`src/rtl/bridge_pkg.sv`:
```
// Shared definitions for the AHB-to-APB bridge: request/response packet field
// positions and the sink controller state encoding.
`timescale 1ns/1ps
package bridge_pkg;

  localparam int RW_BIT        = 65;
  localparam int VALID_BIT     = 64;
  localparam int ADDR_MSB      = 63;
  localparam int ADDR_LSB      = 32;
  localparam int DATA_MSB      = 31;
  localparam int DATA_LSB      = 0;
  localparam int RSP_VALID_BIT = 32;

  typedef enum logic [2:0] {
    IDLE   = 3'd0,
    FETCH  = 3'd1,
    SETUP  = 3'd2,
    ACCESS = 3'd3,
    RESP   = 3'd4,
    DRAIN  = 3'd5,
    SLEEP  = 3'd6
  } state_e;

endpackage

```
`src/rtl/apb_timeout_counter.sv`:
```
// Counts APB ACCESS cycles without PREADY; tc flags the last permitted cycle.
`timescale 1ns/1ps
module apb_timeout_counter #(
  parameter int TIMEOUT = 16
) (
  input  logic clk,
  input  logic rst_n,
  input  logic clr,
  input  logic en,
  output logic tc
);

  logic [7:0] cnt_q, cnt_d;

  assign tc = (cnt_q == 8'(TIMEOUT - 1));

  always_comb begin
    cnt_d = cnt_q;
    if (clr)            cnt_d = '0;
    else if (en && !tc) cnt_d = cnt_q + 8'd1;
  end

  always_ff @(posedge clk or negedge rst_n) begin
    if (!rst_n) cnt_q <= '0;
    else        cnt_q <= cnt_d;
  end

endmodule

```
`src/rtl/sink_apb_controller.sv`:
```
// Sink-side bridge stage: pops request packets, runs them as APB3 transfers,
// pushes read responses and owns the sink sleep handshake.
`timescale 1ns/1ps
module sink_apb_controller
  import bridge_pkg::*;
#(
  parameter int ADDR_WIDTH   = 32,
  parameter int DATA_WIDTH   = 32,
  parameter int packet_width = 66,
  parameter int TIMEOUT      = 16
) (
  input  logic                    i_clk_sink,
  input  logic                    i_rstn_sink,
  input  logic [packet_width-1:0] i_req_packet,
  input  logic                    req_fifo_empty,
  output logic                    req_fifo_rd_en,
  input  logic                    rsp_fifo_full,
  output logic                    rsp_fifo_wr_en,
  output logic [DATA_WIDTH:0]     o_rsp_packet,
  input  logic                    i_sink_sleep_req,
  output logic                    o_sink_sleep_ack,
  output logic                    sink_sleep_status,
  output logic [ADDR_WIDTH-1:0]   PADDR,
  output logic [DATA_WIDTH-1:0]   PWDATA,
  output logic                    PWRITE,
  output logic                    PSEL,
  output logic                    PENABLE,
  input  logic [DATA_WIDTH-1:0]   PRDATA,
  input  logic                    PREADY,
  input  logic                    PSLVERR,
  output logic                    o_err
);

  state_e                state_q, state_d, ret_state;
  logic                  drain_q, drain_d;
  logic [ADDR_WIDTH-1:0] paddr_q, paddr_d;
  logic [DATA_WIDTH-1:0] pwdata_q, pwdata_d;
  logic                  pwrite_q, pwrite_d;
  logic                  psel_q, psel_d;
  logic                  penable_q, penable_d;
  logic [DATA_WIDTH-1:0] rd_data_q, rd_data_d;
  logic                  rsp_wr_en_q, rsp_wr_en_d;
  logic [DATA_WIDTH:0]   rsp_pkt_q, rsp_pkt_d;
  logic                  err_q, err_d;
  logic                  cnt_clr, cnt_en, cnt_tc;

  apb_timeout_counter #(.TIMEOUT(TIMEOUT)) u_timeout (
    .clk   (i_clk_sink),
    .rst_n (i_rstn_sink),
    .clr   (cnt_clr),
    .en    (cnt_en),
    .tc    (cnt_tc)
  );

  assign cnt_en = (state_q == ACCESS) && !PREADY;

  always_comb begin
    state_d        = state_q;
    drain_d        = drain_q;
    paddr_d        = paddr_q;
    pwdata_d       = pwdata_q;
    pwrite_d       = pwrite_q;
    psel_d         = psel_q;
    penable_d      = penable_q;
    rd_data_d      = rd_data_q;
    rsp_wr_en_d    = 1'b0;
    rsp_pkt_d      = rsp_pkt_q;
    err_d          = 1'b0;
    cnt_clr        = 1'b0;
    req_fifo_rd_en = 1'b0;
    // Transfers started while draining come back to DRAIN so it can finish the queue.
    ret_state      = drain_q ? DRAIN : IDLE;

    case (state_q)
      IDLE: begin
        if (i_sink_sleep_req) begin
          state_d = DRAIN;
          drain_d = 1'b1;
        end else if (!req_fifo_empty) begin
          req_fifo_rd_en = 1'b1;
          state_d        = FETCH;
        end
      end
      DRAIN: begin
        if (!i_sink_sleep_req) begin
          state_d = IDLE;
          drain_d = 1'b0;
        end else if (!req_fifo_empty) begin
          req_fifo_rd_en = 1'b1;
          state_d        = FETCH;
        end else begin
          state_d = SLEEP;
        end
      end
      FETCH: begin
        if (!i_req_packet[VALID_BIT]) begin
          state_d = ret_state;
        end else begin
          paddr_d   = i_req_packet[ADDR_MSB:ADDR_LSB];
          pwdata_d  = i_req_packet[DATA_MSB:DATA_LSB];
          pwrite_d  = i_req_packet[RW_BIT];
          psel_d    = 1'b1;
          penable_d = 1'b0;
          state_d   = SETUP;
        end
      end
      SETUP: begin
        penable_d = 1'b1;
        cnt_clr   = 1'b1;
        state_d   = ACCESS;
      end
      ACCESS: begin
        // PREADY is checked first so a completion on the terminal cycle is not aborted.
        if (PREADY) begin
          psel_d    = 1'b0;
          penable_d = 1'b0;
          rd_data_d = PSLVERR ? '0 : PRDATA;
          err_d     = PSLVERR;
          state_d   = pwrite_q ? ret_state : RESP;
        end else if (cnt_tc) begin
          psel_d    = 1'b0;
          penable_d = 1'b0;
          rd_data_d = '0;
          err_d     = 1'b1;
          state_d   = pwrite_q ? ret_state : RESP;
        end
      end
      RESP: begin
        if (!rsp_fifo_full) begin
          rsp_wr_en_d                      = 1'b1;
          rsp_pkt_d[RSP_VALID_BIT]         = 1'b1;
          rsp_pkt_d[DATA_WIDTH-1:DATA_LSB] = rd_data_q;
          state_d                          = ret_state;
        end
      end
      SLEEP: begin
        if (!i_sink_sleep_req) begin
          state_d = IDLE;
          drain_d = 1'b0;
        end
      end
      default: state_d = IDLE;
    endcase
  end

  always_ff @(posedge i_clk_sink or negedge i_rstn_sink) begin
    if (!i_rstn_sink) begin
      state_q     <= IDLE;
      drain_q     <= 1'b0;
      paddr_q     <= '0;
      pwdata_q    <= '0;
      pwrite_q    <= 1'b0;
      psel_q      <= 1'b0;
      penable_q   <= 1'b0;
      rd_data_q   <= '0;
      rsp_wr_en_q <= 1'b0;
      rsp_pkt_q   <= '0;
      err_q       <= 1'b0;
    end else begin
      state_q     <= state_d;
      drain_q     <= drain_d;
      paddr_q     <= paddr_d;
      pwdata_q    <= pwdata_d;
      pwrite_q    <= pwrite_d;
      psel_q      <= psel_d;
      penable_q   <= penable_d;
      rd_data_q   <= rd_data_d;
      rsp_wr_en_q <= rsp_wr_en_d;
      rsp_pkt_q   <= rsp_pkt_d;
      err_q       <= err_d;
    end
  end

  assign PADDR             = paddr_q;
  assign PWDATA            = pwdata_q;
  assign PWRITE            = pwrite_q;
  assign PSEL              = psel_q;
  assign PENABLE           = penable_q;
  assign rsp_fifo_wr_en    = rsp_wr_en_q;
  assign o_rsp_packet      = rsp_pkt_q;
  assign o_err             = err_q;
  assign sink_sleep_status = drain_q;
  assign o_sink_sleep_ack  = (state_q == SLEEP);

endmodule
```
`config.mk`:
```
export PLATFORM = sky130hd
export DESIGN_NAME = sink_apb_controller
export DESIGN_NICKNAME = d
export VERILOG_FILES = /design/src/rtl/bridge_pkg.sv /design/src/rtl/apb_timeout_counter.sv /design/src/rtl/sink_apb_controller.sv
export SDC_FILE = /design/constraint.sdc
export NUM_CORES = 1
export LEC_CHECK = 0
export CAP_MARGIN = 25
export CELL_PAD_IN_SITES_DETAIL_PLACEMENT = 1
export CELL_PAD_IN_SITES_GLOBAL_PLACEMENT = 1
export CORE_ASPECT_RATIO = 0.75
export CORE_MARGIN = 3
export CORE_UTILIZATION = 32
export DETAILED_ROUTE_END_ITERATION = 10
export PLACE_DENSITY_LB_ADDON = 0.1
export SYNTH_ARGS = -nofsm -noshare
export SYNTH_HDL_FRONTEND = slang
export SYNTH_SLANG_ARGS = --single-unit
```
`constraint.sdc`:
```
create_clock -name i_clk_sink -period 1.5 [get_ports i_clk_sink]
set_input_delay 0.375 -clock i_clk_sink [delete_from_list [all_inputs] [get_ports i_clk_sink]]
set_output_delay 0.375 -clock i_clk_sink [all_outputs]
set_load 0.02 [all_outputs]
```
---- Yosys cells after proc, flatten, opt, wreduce, memory -nomap -nowiden ----
Cells that the tools add are included.
storage, ports and cells
  register bits after elaboration ......... 146
  input port bits ......................... 105
  output and inout port bits .............. 105
  logic and storage cells ................. 82
operators by class
  add/sub/neg operators ................... 1
  equality and inequality tests ........... 14
  multiplexer cells ....................... 36
  bitwise gates (word level) .............. 1
  reductions and logical operators ........ 18
operators by type and width
  operator                                               count
  two-way mux 32 bit                                     3
  two-way mux 3 bit                                      11
  case mux 3 bit (7 select lines)                        1
  two-way mux 8 bit                                      2
  two-way mux 1 bit                                      15
  inequality test 2 bit, second input constant           5
  == test 3 bit, second input constant                   3
  AND reduction 3 bit                                    3
  adder 8 x 1 -> 8 bit, second input constant            1
  == test 8 x 4 -> 1 bit, second input constant          1
  nonzero test 2 bit                                     4
  == test 3 x 2 -> 1 bit, second input constant          2
  case mux 1 bit (2 select lines)                        3
  AND reduction 2 bit                                    3
  AND reduction 4 bit                                    1
  == test 3 x 1 -> 1 bit, second input constant          1
  logical NOT 3 bit                                      1
  inequality test 3 x 2 -> 1 bit, second input constant  1
  inequality test 3 bit, second input constant           1
  case mux 1 bit (3 select lines)                        1
  nonzero test 3 bit                                     1
  logical AND 1 bit                                      2
  logical NOT 1 bit                                      2
  OR reduction 2 bit                                     1
  inverter 1 bit                                         1

---- Depth between registers and ports, before layout ----
Gate-level depths: netlist (run 1).
  depth after elaboration ................. 5
  mapped depth ............................ 8
  mapped depth without buffers ............ 5

---- Hierarchy ----
From an unflattened synthesis (run 1), not the netlist that was laid out.
second synthesis, totals
  cells, all modules ...................... 461
  area, all modules ....................... 5967.0 um^2
modules (own cells, without submodules)
  module               instances  cells each  area each (um^2)  seq. area each (um^2)
  sink_apb_controller  1          418         5525.3            3453.3
  apb_timeout_counter  1          43          441.7             200.2

---- Worst setup path before layout (run 1) ----
No wires, ideal clock.
  kind .................................... flip-flop to output port
  start point ............................. register state_q[2]
  end point ............................... output port req_fifo_rd_en
  arrival ................................. 1.339 ns
  data required time ...................... 1.125 ns
  slack ................................... -0.214 ns
  stages on the path, launching flop included .. 5
  path buffers ............................ 1
  path through ............................ dfrtp_1 clkbuf_1 inv_1 nand2_1 a211oi_1
on the way
  word-level cells in the longest chain between the ends .. 2
  elaborated cells on any way between the ends .. 3
  classes of those cells .................. eq/ne: 1; mux: 1; reduce/logical: 1
ends and longest elaborated chain
  item                                                line                        source
  start: declaration                                  sink_apb_controller.sv:34   state_e state_q, state_d, ret_state;
  start signal: assignment                            sink_apb_controller.sv:160  state_q <= state_d;
  == test 3 bit or logical NOT 3 bit (tied branches)  sink_apb_controller.sv:74   case (state_q)
  case mux 1 bit (2 select lines) (*)                 sink_apb_controller.sv:74
  end: declaration                                    sink_apb_controller.sv:16   output logic req_fifo_rd_en,
Every way passes the cells marked *; elsewhere a longest branch is shown, timed or not.

---- Worst setup path in the final report (run 1) ----
  start point ............................. register state_q[0]
  end point ............................... output port req_fifo_rd_en
Same word-level chain as after synthesis.

==> flow_metrics.tcl, run 1 <==
set metrics [dict create \
    grt_pass1_vias 5704 \
    r2r-end "o_rsp_packet[23]" \
    clk_pin_slew_ns 0.06 \
    finalCritPeriodShare 1.205 \
    reg2reg_slack_ns -0.26 \
    htree_levels 4 \
    synthArstFlopShare 1.000 \
    cts_buffers 17 \
    cp_common_cell "buf_6" \
    cts_tree "yes" \
    place_hpwl_mm 12.84 \
    syn_area_sq_um 6052 \
    ys.flop_type "dfrtp_1" \
    wl_mm 24.02 \
    place_area_sq_um 8711 \
    synth_cell_types 41 \
    tightest_slew_ns 0.3588 \
    grt_pass1_wl_mm 34.54 \
    ir_drop_uv 983.7 \
    rsz0062_at_grt "true" \
    vias 5089 \
    synth_top_area_frac 0.6037 \
    ys_ff_latch 146 \
    r2r-start "state_q[0]" \
    portBuffers 209 \
    die_area_sq_um 20620 \
    seq_area_frac_synth 0.6037 \
    worstSetupEndpointType "output port" \
    grt.overflow.total 0 \
    start_util 0.3348 \
    synth_area_leaders "dfrtp_1 (60%), mux2_1 (9.3%), mux2_2 (8.7%)" \
    path_max_fanout 5 \
    drt-pass1-iter-count 4 \
    syn_nets 568 \
    syn2layout_area_growth_pct 85.22 \
    layout.nets 864 \
    multi_input_area_sq_um 3366 \
    setup_viol 139 \
    wl_per_cell_um 23.72 \
    slew_headroom 0.7608 \
    ant_nets 0 \
    hold_ws_ns 0.4308 \
    clock_latency_ns 0.42 \
    antenna_found_initial 0 \
    grt_max_degree 35 \
    failed_checks "negative setup slack" \
    regArea_sq_um 3655 \
    die_w_um 164.8 \
    via_per_inst 5.024 \
    rows 42 \
    fmax_mhz 553.1 \
    start_kind "flop" \
    synth_warnings 0 \
    status "finished with violations" \
    fillers 1744 \
    synth-edff-count 0 \
    core-area_sq_um 18080 \
    cap_violations 0 \
    critical_path_class "reg2out" \
    arrival_ns 1.43 \
    powerDensity_nw_per_um2 1983 \
    fp.dieH_um 125.1 \
    root_buffer "clkbuf_16" \
    synth_top_cell_by_area "dfrtp_1" \
    syn_inst 462 \
    fin_ws_ns -0.3079 \
    clock_skew_ns 0.009936 \
    crit_chain "buf_6 -> nand3_4 -> a211oi_4 -> buf_6" \
    dr.first_iter.drc_count 180 \
    drc 0 \
    cts_buffer_depth 2 \
    ios 210 \
    finalPower_uw 22230 \
    leakage_uw 0.004884 \
    grt.total_usage 0.2202 \
    finalHoldViolations 0 \
    drv_slew 0 \
    antenna_cells 0 \
    cp.required_ns 1.12 \
    layout-drive-gt1-share 0.5681 \
    syn_avg_cell_area_sq_um 13.10 \
    critPathMaxStageDelay_ns 0.40 \
    stdcell_area_sq_um 11210 \
    worstRegToRegCells 7 \
    fin_crit_ns 1.808 \
    gp_congestion 0.8073 \
    min_path_type "in2async" \
    clock_sinks 146 \
    cp_slowest_cell "dfrtp_1" \
]
[where the power goes]
group / switching, uW / total (uW) / internal (uW)
clock: 1820 / 4120 / 2300
sequential: 1290 / 6940 / 5650
combinational: 5290 / 11200 / 5870
total: 8400 / 22200 / 13800
[synth_stat cells (all sizes together) (2+ instances only)]
cell	instances
nand2b	5
dfrtp	146
nor2b	5
nand4	3
nor2	12
xnor2	3
inv	4
nand2	40
a31oi	2
mux2i	3
nor3	5
buf	20
a211oi	2
o21ai	40
nand3	3
a21oi	9
mux2	97
clkbuf	13
nor4	2
o31ai	33
and3	3
[critical path: cells and delay by family, from the launching register on]
family	cells	cell delay, ns
compound gates	1	0.24
buf+inv	2	0.30
flops	1	0.40
simple gates	1	0.07
[worst max-delay path by stage]
| stage | start | end | slack [ns] |
|---|---|---|---|
| after floorplan | u_timeout.cnt_q[0] | rd_data_q[24] | -0.02 |
| after global placement | i_sink_sleep_req | req_fifo_rd_en | -0.82 |
| after detailed placement | i_sink_sleep_req | req_fifo_rd_en | -0.83 |
| after CTS | state_q[0] | req_fifo_rd_en | -0.31 |
| after global routing | state_q[0] | req_fifo_rd_en | -0.35 |
| final | state_q[0] | req_fifo_rd_en | -0.31 |
[routing by layer]
layer | GRT usage | up-vias | part of all wire
met5 | 0 | - | 0
met4 | 0.05769 | 0 | 0.012
met3 | 0.05985 | 26 | 0.061
met2 | 0.3735 | 170 | 0.50
met1 | 0.2779 | 2629 | 0.42
li1 | - | 2264 | -
[placed cells by master, fill, tap and decap left out, types with 3 or more instances in the layout]
| master | count |
|---|---|
| dfrtp_1 | 145 |
| clkdlybuf4s50_1 | 102 |
| mux2_4 | 97 |
| clkbuf_2 | 45 |
| buf_4 | 39 |
| clkdlybuf4s15_2 | 36 |
| nand2_1 | 35 |
| o21ai_4 | 24 |
| clkbuf_16 | 22 |
| buf_6 | 20 |
| buf_2 | 20 |
| buf_16 | 17 |
| buf_12 | 16 |
| o31ai_4 | 15 |
| o31ai_2 | 15 |
| o21ai_2 | 10 |
| nor2_1 | 8 |
| buf_8 | 6 |
| clkinvlp_4 | 5 |
| inv_1 | 4 |
| nand2_2 | 4 |
| nor2b_4 | 4 |
| nand2b_1 | 4 |
| a21oi_1 | 4 |
| o21ai_1 | 4 |
| inv_6 | 4 |
| nor2_2 | 3 |
| nor3_4 | 3 |
| and3_4 | 3 |
| a21oi_4 | 3 |
| o31ai_1 | 3 |
| nand4_1 | 3 |
| xnor2_1 | 3 |
| mux2i_1 | 3 |
[cells by family after synthesis]
kind of cell,count (synthesis),share of synthesized area
AO/OA/AOI/OAI,90,0.09200
buffers and inverters,37,0.03907
XOR/XNOR,4,0.005790
flip-flops,146,0.6037
adder cells (fa/ha/maj),1,0.002067
AND/OR/NAND/NOR,84,0.07195
multiplexers,100,0.1854
[per-stage QoR]
| stage | setup TNS, ns | cells | setup WS (ns) | util |
|---|---|---|---|---|
| after floorplan | -0.3573 | 462 | -0.01688 | - |
| after global placement | -45.59 | 925 | -0.8236 | 0.4819 |
| after detailed placement | -47.77 | 925 | -0.8290 | 0.4819 |
| after CTS | -22.40 | 1002 | -0.3133 | 0.6059 |
| after global routing | -31.36 | 1013 | -0.3509 | 0.6201 |
| final | -25.71 | 1013 | -0.3079 | 0.6201 |
[registers in the layout, summed over array words and instances, names as in the netlist, 3 cells and up]
name             count
o_rsp_packet        33
PADDR               32
u_timeout.cnt_q      8
PWDATA              32
rd_data_q           32
state_q              3
[timing repair]
action / CTS / global route
endpoints found under the setup margin: 247 / 205
pin swaps: 54 / 37
gates resized for setup: 530 / 157
hold buffers: 1 / 0
endpoints found under the hold margin: 25 / 0
setup buffers: 29 / 9
gates cloned: 18 / 6
[area by class of cell]
type                    instances  area share
clock buffers                  18     0.03829
clock inverters                14     0.01161
inverters                       4    0.001339
multi-input cells             279      0.3003
flip-flops and latches        146      0.3260
well taps                     242     0.02701
repair buffers                310      0.2955
(Power assumes the default switching activity.)
==> run 2, diff against run 1 <==
Settings changed: GPL_TIMING_DRIVEN set to 1.
==> results of run 2 <==
Same layout as run 1: the final DEF is identical, and so are final timing and power.
==> run 3, diff against run 2 <==
Settings changed: GPL_ROUTABILITY_DRIVEN set to 0, SLEW_MARGIN set to 40.
==> results of run 3 <==
Same layout as run 1: the final DEF is identical, and so are final timing and power.
